**src/rtl/display_scan_ctrl.sv**
```systemverilog
// Four-digit scan controller for the seven_seg decoder.
// Frame-synchronous double buffer, minus sign, leading-zero blanking.
module display_scan_ctrl #(
  parameter int REFRESH_DIV = 100000
) (
  input  logic        clk,
  input  logic        rst_n,
  input  logic [15:0] digits,
  input  logic        neg,
  input  logic        blank_lz,
  input  logic        load,
  output logic        upd_pending,
  output logic [1:0]  en,
  output logic [3:0]  num,
  output logic        frame_done
);

  localparam int CW = (REFRESH_DIV > 2) ? $clog2(REFRESH_DIV) : 1;
  localparam logic [CW-1:0] LAST = CW'(REFRESH_DIV - 1);

  logic [CW-1:0] cnt_q, cnt_d;
  logic [1:0]    idx_q, idx_d;
  logic [1:0]    en_q, en_d;
  logic [3:0]    num_q, num_d;
  logic          fd_q, fd_d;
  logic          upd_q, upd_d;
  logic [15:0]   act_dig_q, act_dig_d;
  logic          act_neg_q, act_neg_d;
  logic          act_blz_q, act_blz_d;
  logic [15:0]   pnd_dig_q, pnd_dig_d;
  logic          pnd_neg_q, pnd_neg_d;
  logic          pnd_blz_q, pnd_blz_d;
  logic          tick, wrap;

  // lz tracks whether every digit left of the current one is zero,
  // skipping position 0 when it carries the minus sign.
  function automatic logic [3:0] code_of(
    input logic [15:0] d,
    input logic        n,
    input logic        b,
    input logic [1:0]  p
  );
    logic       lz;
    logic [3:0] nb;
    logic [3:0] res;
    lz  = 1'b1;
    res = 4'd0;
    for (int i = 0; i < 4; i++) begin
      nb = d[(3-i)*4 +: 4];
      if (2'(i) == p) begin
        if (i == 0 && n)
          res = 4'd10;
        else if (b && i != 3 && nb == 4'd0 && lz)
          res = 4'd11;
        else
          res = nb;
      end
      if (!(i == 0 && n) && nb != 4'd0)
        lz = 1'b0;
    end
    return res;
  endfunction

  always_comb begin
    cnt_d     = cnt_q;
    idx_d     = idx_q;
    en_d      = en_q;
    num_d     = num_q;
    upd_d     = upd_q;
    act_dig_d = act_dig_q;
    act_neg_d = act_neg_q;
    act_blz_d = act_blz_q;
    pnd_dig_d = pnd_dig_q;
    pnd_neg_d = pnd_neg_q;
    pnd_blz_d = pnd_blz_q;

    tick = (cnt_q == LAST);
    wrap = tick && (idx_q == 2'd3);
    fd_d = wrap;

    cnt_d = tick ? '0 : cnt_q + CW'(1);

    if (wrap && upd_q) begin
      act_dig_d = pnd_dig_q;
      act_neg_d = pnd_neg_q;
      act_blz_d = pnd_blz_q;
      upd_d     = 1'b0;
    end

    // A load on the commit edge becomes the next pending value.
    if (load) begin
      pnd_dig_d = digits;
      pnd_neg_d = neg;
      pnd_blz_d = blank_lz;
      upd_d     = 1'b1;
    end

    if (tick) begin
      idx_d = idx_q + 2'd1;
      en_d  = idx_d;
      num_d = code_of(act_dig_d, act_neg_d, act_blz_d, idx_d);
    end
  end

  always_ff @(posedge clk or negedge rst_n) begin
    if (!rst_n) begin
      cnt_q     <= '0;
      idx_q     <= 2'd0;
      en_q      <= 2'd0;
      num_q     <= 4'd11;
      fd_q      <= 1'b0;
      upd_q     <= 1'b0;
      act_dig_q <= 16'h0;
      act_neg_q <= 1'b0;
      act_blz_q <= 1'b0;
      pnd_dig_q <= 16'h0;
      pnd_neg_q <= 1'b0;
      pnd_blz_q <= 1'b0;
    end else begin
      cnt_q     <= cnt_d;
      idx_q     <= idx_d;
      en_q      <= en_d;
      num_q     <= num_d;
      fd_q      <= fd_d;
      upd_q     <= upd_d;
      act_dig_q <= act_dig_d;
      act_neg_q <= act_neg_d;
      act_blz_q <= act_blz_d;
      pnd_dig_q <= pnd_dig_d;
      pnd_neg_q <= pnd_neg_d;
      pnd_blz_q <= pnd_blz_d;
    end
  end

  assign upd_pending = upd_q;
  assign en          = en_q;
  assign num         = num_q;
  assign frame_done  = fd_q;

endmodule

```
**config.mk**
```make
export PLATFORM = sky130hd
export DESIGN_NAME = display_scan_ctrl
export DESIGN_NICKNAME = d
export VERILOG_FILES = /design/src/rtl/display_scan_ctrl.sv
export SDC_FILE = /design/constraint.sdc
export NUM_CORES = 1
export LEC_CHECK = 0
export ABC_CLOCK_PERIOD_IN_PS = 2600
export CAP_MARGIN = 20
export CORE_ASPECT_RATIO = 1.2
export CORE_MARGIN = 4
export CORE_UTILIZATION = 45
export DETAILED_ROUTE_END_ITERATION = 12
export HOLD_SLACK_MARGIN = 0.08
export PLACE_DENSITY = 0.68
export SLEW_MARGIN = 20
export SYNTH_ARGS = -nofsm -noshare
export SYNTH_HDL_FRONTEND = slang
export SYNTH_SLANG_ARGS = --single-unit
```
**constraint.sdc**
```tcl
create_clock -name clk -period 2.6 [get_ports clk]
set_input_delay 0.52 -clock clk [delete_from_list [all_inputs] [get_ports clk]]
set_output_delay 0.52 -clock clk [all_outputs]
set_load 0.01 [all_outputs]
```
Word-level counts from Yosys, hierarchy flattened --
Index checks and enable logic that the tools add are counted.
Cells by class: $lt $le $gt $ge 0, multipliers 0, divide/modulo/power cells 0, bitwise gates (word level) 0, shift operators 0, $add $sub $neg 2, reductions and logical operators 16, equal/unequal tests 5, mux-type cells 18
Operators with widths (count):
- $mux W4 | 8
- $add A17 B1 Y17 const B | 1
- $eq A17 B17 Y1 const B | 1
- $mux W17 | 1
- $mux W16 | 1
- $logic_not A4 Y1 | 3
- $logic_and A1 B1 Y1 | 8
- $mux W1 | 8
- $reduce_bool A4 Y1 | 2
- $eq A2 B2 Y1 const A | 2
- $add A2 B1 Y2 const B | 1
- $eq A1 B2 Y1 const A | 1
- $eq A2 B2 Y1 const B | 1
- $logic_not A2 Y1 | 1
- $reduce_bool A2 Y1 | 1
- $logic_not A1 Y1 | 1
Word-level totals: register bits after elaboration 61, output and inout port bits 8, memories kept 0, bits in read-only memories 0, latch bits 0, memory bits (writable) 0, logic and storage cells 52

Depth between registers and ports, before layout --
Gate-level depths: netlist of run 1.
depth in word-level cells 14, mapped depth 9, depth with buffers taken out 7

Least setup slack after synthesis of run 1 --
No wires, ideal clock.
kind reg-to-reg, from register cnt_q[0], to register num_q[2] (netlist: num[2]), library setup time 0.136 ns, period minus slack after synthesis 1.974 ns, path slack 0.626 ns, path buffers 1, required time 2.464 ns, stages on the path, launching flop included 9, data arrival time 1.838 ns, path through dfrtp_1 > ha_1 > and4_4 > and4_1 > and2_1 > buf_6 > mux2_2 > a2bb2oi_1 > a21oi_1
On the way: elaborated cells between the ends (all ways) 30
RTL lines:
- from (decl) | line 21 | logic [CW-1:0] cnt_q, cnt_d;
- from (signal assigned) | line 120 | cnt_q <= cnt_d;
- $eq A17 B17 Y1 * | line 77 | tick = (cnt_q == LAST);
- $logic_and A1 B1 Y1 * | line 78 | wrap = tick && (idx_q == 2'd3);
- $logic_and A1 B1 Y1 * | line 83 | if (wrap && upd_q) begin
- $mux W16 * | line 83
- named net act_dig_d[10] | line 27 | logic [15:0] act_dig_q, act_dig_d;
- $reduce_bool A4 Y1 or $logic_not A4 Y1 (tied branches) | line 58, 53
- $mux W1 or $logic_and A1 B1 Y1 (tied branches) | line 58, 53
- $mux W1 or $logic_and A1 B1 Y1 (tied branches) | line 98, 53
- $logic_and A1 B1 Y1 or $mux W4 (tied branches) | line 53 | else if (b && i != 3 && nb == 4'd0 && lz)
- $mux W4, on equally long branches | line 53, 50
- $mux W4 * (2 in series) | line 50 | if (2'(i) == p) begin
- to (signal assigned) | line 123 | num_q <= num_d;
- to (decl) | line 24 | logic [3:0] num_q, num_d;
Mark *: on every way through the listed nets, which the timed path passes. The rest lies on a longest branch. The select of a mux whose other input is x is not followed. A chain may end at the register's enable or synchronous reset.

Worst setup path after layout of run 1 --
Same ends and word-level chain as after synthesis.

==> results of run 1 <==
## stage by stage
| step | instances | hold WS, ns | setup slack [ns] | power [uW] | util [%] |
|---|---|---|---|---|---|
| finish | 383 | 0.221 | 0.297 | 2030 | 55.3 |
| global route | 383 | 0.268 | 0.134 | 2120 | 55.3 |
| CTS | 383 | 0.235 | 0.292 | 2060 | 55.3 |
| detailed placement | 367 | 0.473 | 0.306 | 1130 | 51.9 |
| global placement | 367 | 0.466 | 0.390 | 1130 | 51.9 |
| floorplan | 256 | 0.224 | 0.626 | 1060 | - |
## worst min path at each step
stage               endpoint  depth (start not counted)
3_3_place_gp        cnt_q[0]                          1
5_1_grt         act_dig_q[2]                          1
4_1_cts         pnd_dig_q[5]                          1
3_5_place_dp    act_dig_q[0]                          1
2_1_floorplan      act_blz_q                          0
6_report       pnd_dig_q[13]                          1
## where the power goes
| group | switching (uW) | internal (uW) |
|---|---|---|
| clock network | 360 | 561 |
| logic | 40.4 | 58.1 |
| registers | 33.9 | 977 |
| total | 434 | 1600 |
## layout make-up
class | count | area (um^2)
multi-input cells | 180 | 1340
inverters | 8 | 30.0
repair buffers | 33 | 325
well taps | 85 | 106
fillers | 581 | 2860
clock inverters | 5 | 75.1
flip-flops and latches | 61 | 1530
clock buffers | 11 | 141
## flip-flops by register name, summed over array words and instances (netlist names)
register	cells
num	4
upd_pending	1
cnt_q	17
act_blz_q	1
act_neg_q	1
pnd_blz_q	1
act_dig_q	16
pnd_dig_q	16
pnd_neg_q	1
frame_done	1
en	2
## Yosys cell counts, types with 3 or more instances
| master | number |
|---|---|
| o21ai_0 | 8 |
| xor2_1 | 9 |
| ha_1 | 6 |
| and2_1 | 4 |
| inv_1 | 8 |
| nor3_1 | 14 |
| nor2_1 | 12 |
| nand3_1 | 6 |
| a21oi_1 | 11 |
| and3_1 | 3 |
| mux2_2 | 28 |
| nand2_1 | 20 |
| dfstp_2 | 3 |
| nor4_1 | 7 |
| nor4b_1 | 5 |
| dfrtp_1 | 58 |
| xnor2_1 | 6 |
| nand4_1 | 5 |
## per-layer routing
metal / vias to the layer above / routed length (um)
met2: 35 / 3110
met3: 9 / 200
met1: 1063 / 2640
met5: - / 0
li1: 1013 / -
met4: 0 / 141
## kinds of logic (layout without fill, tap and decap cells)
family,count (synthesis),count (layout),synth area share [%]
simple gates,88,88,16.9
flops,61,61,52.1
xor+xnor,15,15,4.47
fa+ha+maj,6,6,2.55
buf+inv,15,57,2.51
compound gates,40,40,9.49
mux,31,31,12.0
## worst max-delay path, cell delays in order (launching register included)
cell and delay, ns:
dfrtp_1 0.39, ha_1 0.21, and4_4 0.27, and4_1 0.24
and2_1 0.41, mux2_2 0.40, a2bb2oi_1 0.16, a21oi_1 0.09
==> qor.csv, run 1 <==
stage,metric,value,unit
run_status,status,completed,
placed_design,dp_hpwl,4400,um
drt,ant_nets,0,
cts,cts_resized,0,
final_layout,stdcell_area,3540,um^2
drt,drc,0,
setup_path,reg2reg_to,num[2],
final_layout,diodes,0,
floorplanning,fp-row-count,32,
placed_design,post_dp_cell_area,3330,um^2
synthesis,synth-main-ff-cell,dfrtp_1,
synthesis,syn_area,2940,um^2
global_routing,met1_usage,21.4,%
flow_run,cap_violations,0,
synthesis,synth.area.top_cells,"dfrtp_1 (49%), mux2_2 (11%), dfstp_2 (2.7%)",
cts,cts_tree,done,
timing,timing.final.crit_share,88.6,%
synthesis,avgSynthCellArea,11.5,um^2
setup_path,rr_worst_depth,7,
placed_design,place_congestion,0.848,
synthesis,yosys.area.top_type,dfrtp_1,
global_routing,grt.total_usage,18.2,%
final_layout,fin_nets,320,
timing,rsz0062_at_grt,false,
synthesis,syn_inst,256,
cts,cts.htree.levels,3,
timing,slew_violations,0,
global_routing,grt_pass1_wl,10500,um
final_layout,mostFrequentLayoutCells,"dfrtp_1 (58), mux2_2 (28), clkdlybuf4s50_1 (27), nand2_1 (20), nor3_1 (14)",
timing,timing.fmax,0.434,GHz
setup_path,cp.arrival,2.51,ns
floorplanning,start_util,45.9,%
power,p_leak,0.00156,uW
synthesis,ys_seq_area_share,52.1,%
setup_path,cp-endpoint,num[2],
synthesis,ys_types,50,
min_path,hold_class,input port to asynchronous set/reset pin,
synthesis,yosysWarnings,0,
timing,finalClockSkew,0.0116,ns
cts,cts-buffers-inserted,9,
power,irDropWorstVdd,0.429,mV
global_routing,grt_pass1_vias,2186,
final_layout,area_growth,20.6,%
placed_design,portBuffers,28,
final_layout,final_common_cell,dfrtp_1,
drt,num_vias,2120,
setup_path,worstPathMaxFanout,10,
global_routing,antenna_found_initial,0,
synthesis,async_flop_share,100,%
global_routing,grt_overflow_total,0,
global_routing,use_met3,4.27,%
timing,finalHoldViolCount,0,
drt,wl_per_cell,15.9,um
drt,wl,6090,um
cts,clock_latency,0.34,ns
power,cellPowerDensity,573,nW/um^2
setup_path,cp-startpoint,cnt_q[0],
setup_path,cp-end-kind,flop,
cts,holdBufCountCts,0,
floorplanning,dieWidth,81.8,um
setup_path,crit_required,2.80,ns
timing,totalNegativeSetupSlack,0,ns
setup_path,ff2ff_setup_slack,0.30,ns
floorplanning,boundaryPins,29,
floorplanning,coreArea,6410,um^2
cts,clock_path_buffers,2,
setup_path,crit_type,flop to flop,
cts,postCtsSetupBuffers,0,
drt,via_per_inst,5.54,
synthesis,synth_seq_cells,61,
global_routing,grt_max_degree,32,
cts,clk_transition_reported_paths,0.07,ns
global_routing,grt-busiest-layer,met2,
floorplanning,die_area,7890,um^2
drt,first_pass_iters,4,
timing,worst_slew_margin_rel,53.7,%
timing,min_period,2.30,ns
timing,worst_pin_slew,0.694,ns
synthesis,synth_fp_nets,283,
cts,clockRootBuffer,clkbuf_8,
setup_path,rr_startpoint,cnt_q[0],
global_routing,globalRouteMet2Util,30.0,%
synthesis,synth_edf_count,0,
setup_path,setup.worst_path.start_class,flop,
synthesis,netlist.area_leader.share,49.4,%
timing,setup_violations,0,
drt,drt_iter0_drc,140,
floorplanning,die_h,96.5,um
final_layout,drive_gt1_share,19.8,%
cts,clock_sinks,61,
Power figures use the tool's default switching activity.
==> inputs of run 2 (changes only) <==
--- a/config.mk
+++ b/config.mk
@@ -11,6 +11,7 @@
 export CORE_MARGIN = 4
 export CORE_UTILIZATION = 45
 export DETAILED_ROUTE_END_ITERATION = 12
+export GPL_TIMING_DRIVEN = 0
 export HOLD_SLACK_MARGIN = 0.08
 export PLACE_DENSITY = 0.68
 export SLEW_MARGIN = 20
==> qor.csv, run 2 (synthesis results as in run 1) <==
stage,metric,value,unit,change
run_status,status,completed,,
timing,setup_violations,0,,unchanged
final_layout,mostFrequentLayoutCells,"dfrtp_1 (58), mux2_2 (28), clkdlybuf4s50_1 (27), nand2_1 (20), nor3_1 (14)",,
drt,wl,6070,um,-0.33%
final_layout,final_util,55.2,%,-0.12 points
drt,drt_iter0_drc,93,,-34%
timing,worst_pin_slew,0.667,ns,-0.0273 ns
drt,first_pass_iters,4,,unchanged
floorplanning,die_area,7890,um^2,unchanged
setup_path,path_buf_inv,0,,unchanged
power,irDropWorstVdd,0.250,mV,-42%
setup_path,slowest_delay,0.40,ns,about the same
drt,wl_met2,3100,um,-0.39%
timing,rsz0062_at_grt,false,,
setup_path,crit_family,simple AND/OR/NAND/NOR gates,,
cts,clockRootBuffer,clkbuf_8,,
final_layout,area_growth,20.3,%,
drt,top_layer,met4,,
cts,cts-buffers-inserted,9,,unchanged
floorplanning,start_util,45.9,%,unchanged
floorplanning,dieWidth,81.8,um,unchanged
final_layout,regMostFlops,cnt_q,,
timing,timing.final.crit_share,88.8,%,+0.26 points
setup_path,setup.worst_path.start_class,flop,,
setup_path,cp_slowest_cell,dfrtp_1,,
timing,worst_slew_margin_rel,55.1,%,+1.4 points
setup_path,worstPathMaxFanout,9,,-1
cts,clock_sinks,61,,unchanged
timing,min_period,2.31,ns,+0.00683 ns
cts,clk_transition_reported_paths,0.07,ns,about the same
setup_path,crit_type,flop to flop,,
final_layout,diodes,0,,unchanged
drt,num_vias,2114,,-0.28%
cts,postCtsSetupBuffers,0,,unchanged
setup_path,worstPathCellList,"ha_1, and4_4, nand4_1, nor4_1, a21oi_1, a221oi_1, o41ai_2",,
min_path,hold_class,input port to asynchronous set/reset pin,,
cts,cts.htree.levels,3,,unchanged
setup_path,ff2ff_setup_slack,0.29,ns,about the same
timing,slew_violations,0,,unchanged
final_layout,largest_register_ffs,17,,unchanged
drt,ant_nets,0,,unchanged
cts,cts_tree,done,,
final_layout,final_common_cell,dfrtp_1,,
placed_design,dp_hpwl,4450,um,+1.1%
final_layout,multi_input_area,1340,um^2,unchanged
placed_design,place_congestion,0.874,,+3.0%
power,power,1930,uW,-4.9%
floorplanning,die_h,96.5,um,unchanged
drt,via_per_inst,5.48,,-1.1%
global_routing,antenna_found_initial,0,,unchanged
final_layout,drive_gt1_share,19.3,%,-0.53 points
global_routing,grt_pass1_vias,2165,,-0.96%
power,cellPowerDensity,546,nW/um^2,-4.7%
setup_path,cp-end-kind,flop,,
cts,holdBufCountCts,0,,unchanged
floorplanning,coreArea,6410,um^2,unchanged
final_layout,fin_nets,323,,+0.94%
drt,dr_wl_met3,151,um,-25%
flow_run,cap_violations,0,,unchanged
setup_path,path_depth,7,,unchanged
cts,clock_latency,0.34,ns,about the same
power,p_leak,0.00155,uW,-0.77%
placed_design,portBuffers,28,,unchanged
timing,totalNegativeSetupSlack,0,ns,unchanged
global_routing,grt_max_degree,33,,+3.1%
floorplanning,fp-row-count,32,,unchanged
timing,finalClockSkew,0.00765,ns,-0.00398 ns
global_routing,grt.total_usage,17.2,%,-0.98 points
cts,cts_resized,0,,unchanged
final_layout,seqCellArea,1530,um^2,unchanged
final_layout,n_fill_cell,590,,+1.5%
floorplanning,boundaryPins,29,,unchanged
setup_path,crit_required,2.85,ns,+0.05 ns
cts,clock_path_buffers,2,,unchanged
timing,timing.fmax,0.433,GHz,-0.30%
setup_path,rr_worst_depth,7,,unchanged
final_layout,largestRegisters,"cnt_q: 17 flops, act_dig_q: 16 flops, pnd_dig_q: 16 flops",,
drt,wl_per_cell,15.7,um,-1.1%
drt,wl_met1,2670,um,+1.3%
global_routing,grt_pass1_wl,10100,um,-3.7%
global_routing,grt_overflow_total,0,,unchanged
setup_path,cp.arrival,2.56,ns,+0.05 ns
timing,finalHoldViolCount,0,,unchanged
drt,drc,0,,unchanged
[run 2: cell types whose count changed in the layout (fill, tap and decap cells not counted), sizes merged]
cell	change
buf	+1
bufinv	-1
clkbuf	+3
clkinv	-1
clkinvlp	+1
[run 2: routing by layer]
| metal | up-vias | global-route usage (%) |
|---|---|---|
| met2 | 34 | 29.2 |
| met3 | 18 | 3.34 |
| met4 | 0 | 8.45 |
| li1 | 1022 | - |
| met1 | 1040 | 20.7 |
| met5 | - | 0 |
[run 2: layout make-up]
class	count	area share, %
Tap cell	85	3.01
Sequential cell	61	43.3
Clock buffer	12	4.10
Multi-Input combinational cell	180	37.8
Clock inverter	4	1.34
Inverter	8	0.849
Buffer	7	1.24
Timing Repair Buffer	29	8.42
[run 2: per-stage QoR]
| step | worst slack (ns) | hold WS, ns | instances | cell area, um^2 |
|---|---|---|---|---|
| 2_1_floorplan | 0.626 | 0.224 | 256 | 2940 |
| 3_3_place_gp | -0.933 | 0.469 | 369 | 3330 |
| 3_5_place_dp | 0.275 | 0.478 | 370 | 3340 |
| 4_1_cts | 0.249 | 0.113 | 386 | 3540 |
| 5_1_grt | 0.0954 | 0.128 | 386 | 3540 |
| 6_report | 0.291 | 0.101 | 386 | 3540 |
[run 2: worst paths after layout]
path,from,to
setup / recovery,cnt_q[0],num[1]
hold / removal,rst_n,act_dig_q[12]
setup reg to reg,cnt_q[0],num[1]
hold reg to reg,cnt_q[13],cnt_q[13]
max in group asynchronous,rst_n,num[3]
min in group clk,cnt_q[13],cnt_q[13]
[run 2: report_power, final]
group	switching, uW	total, uW	internal [uW]	leakage, uW
sequential	33.4	1010	977	0.000782
clock	356	822	466	0.0000964
combinational	40.9	99.1	58.2	0.000668
total	430	1930	1500	0.00155
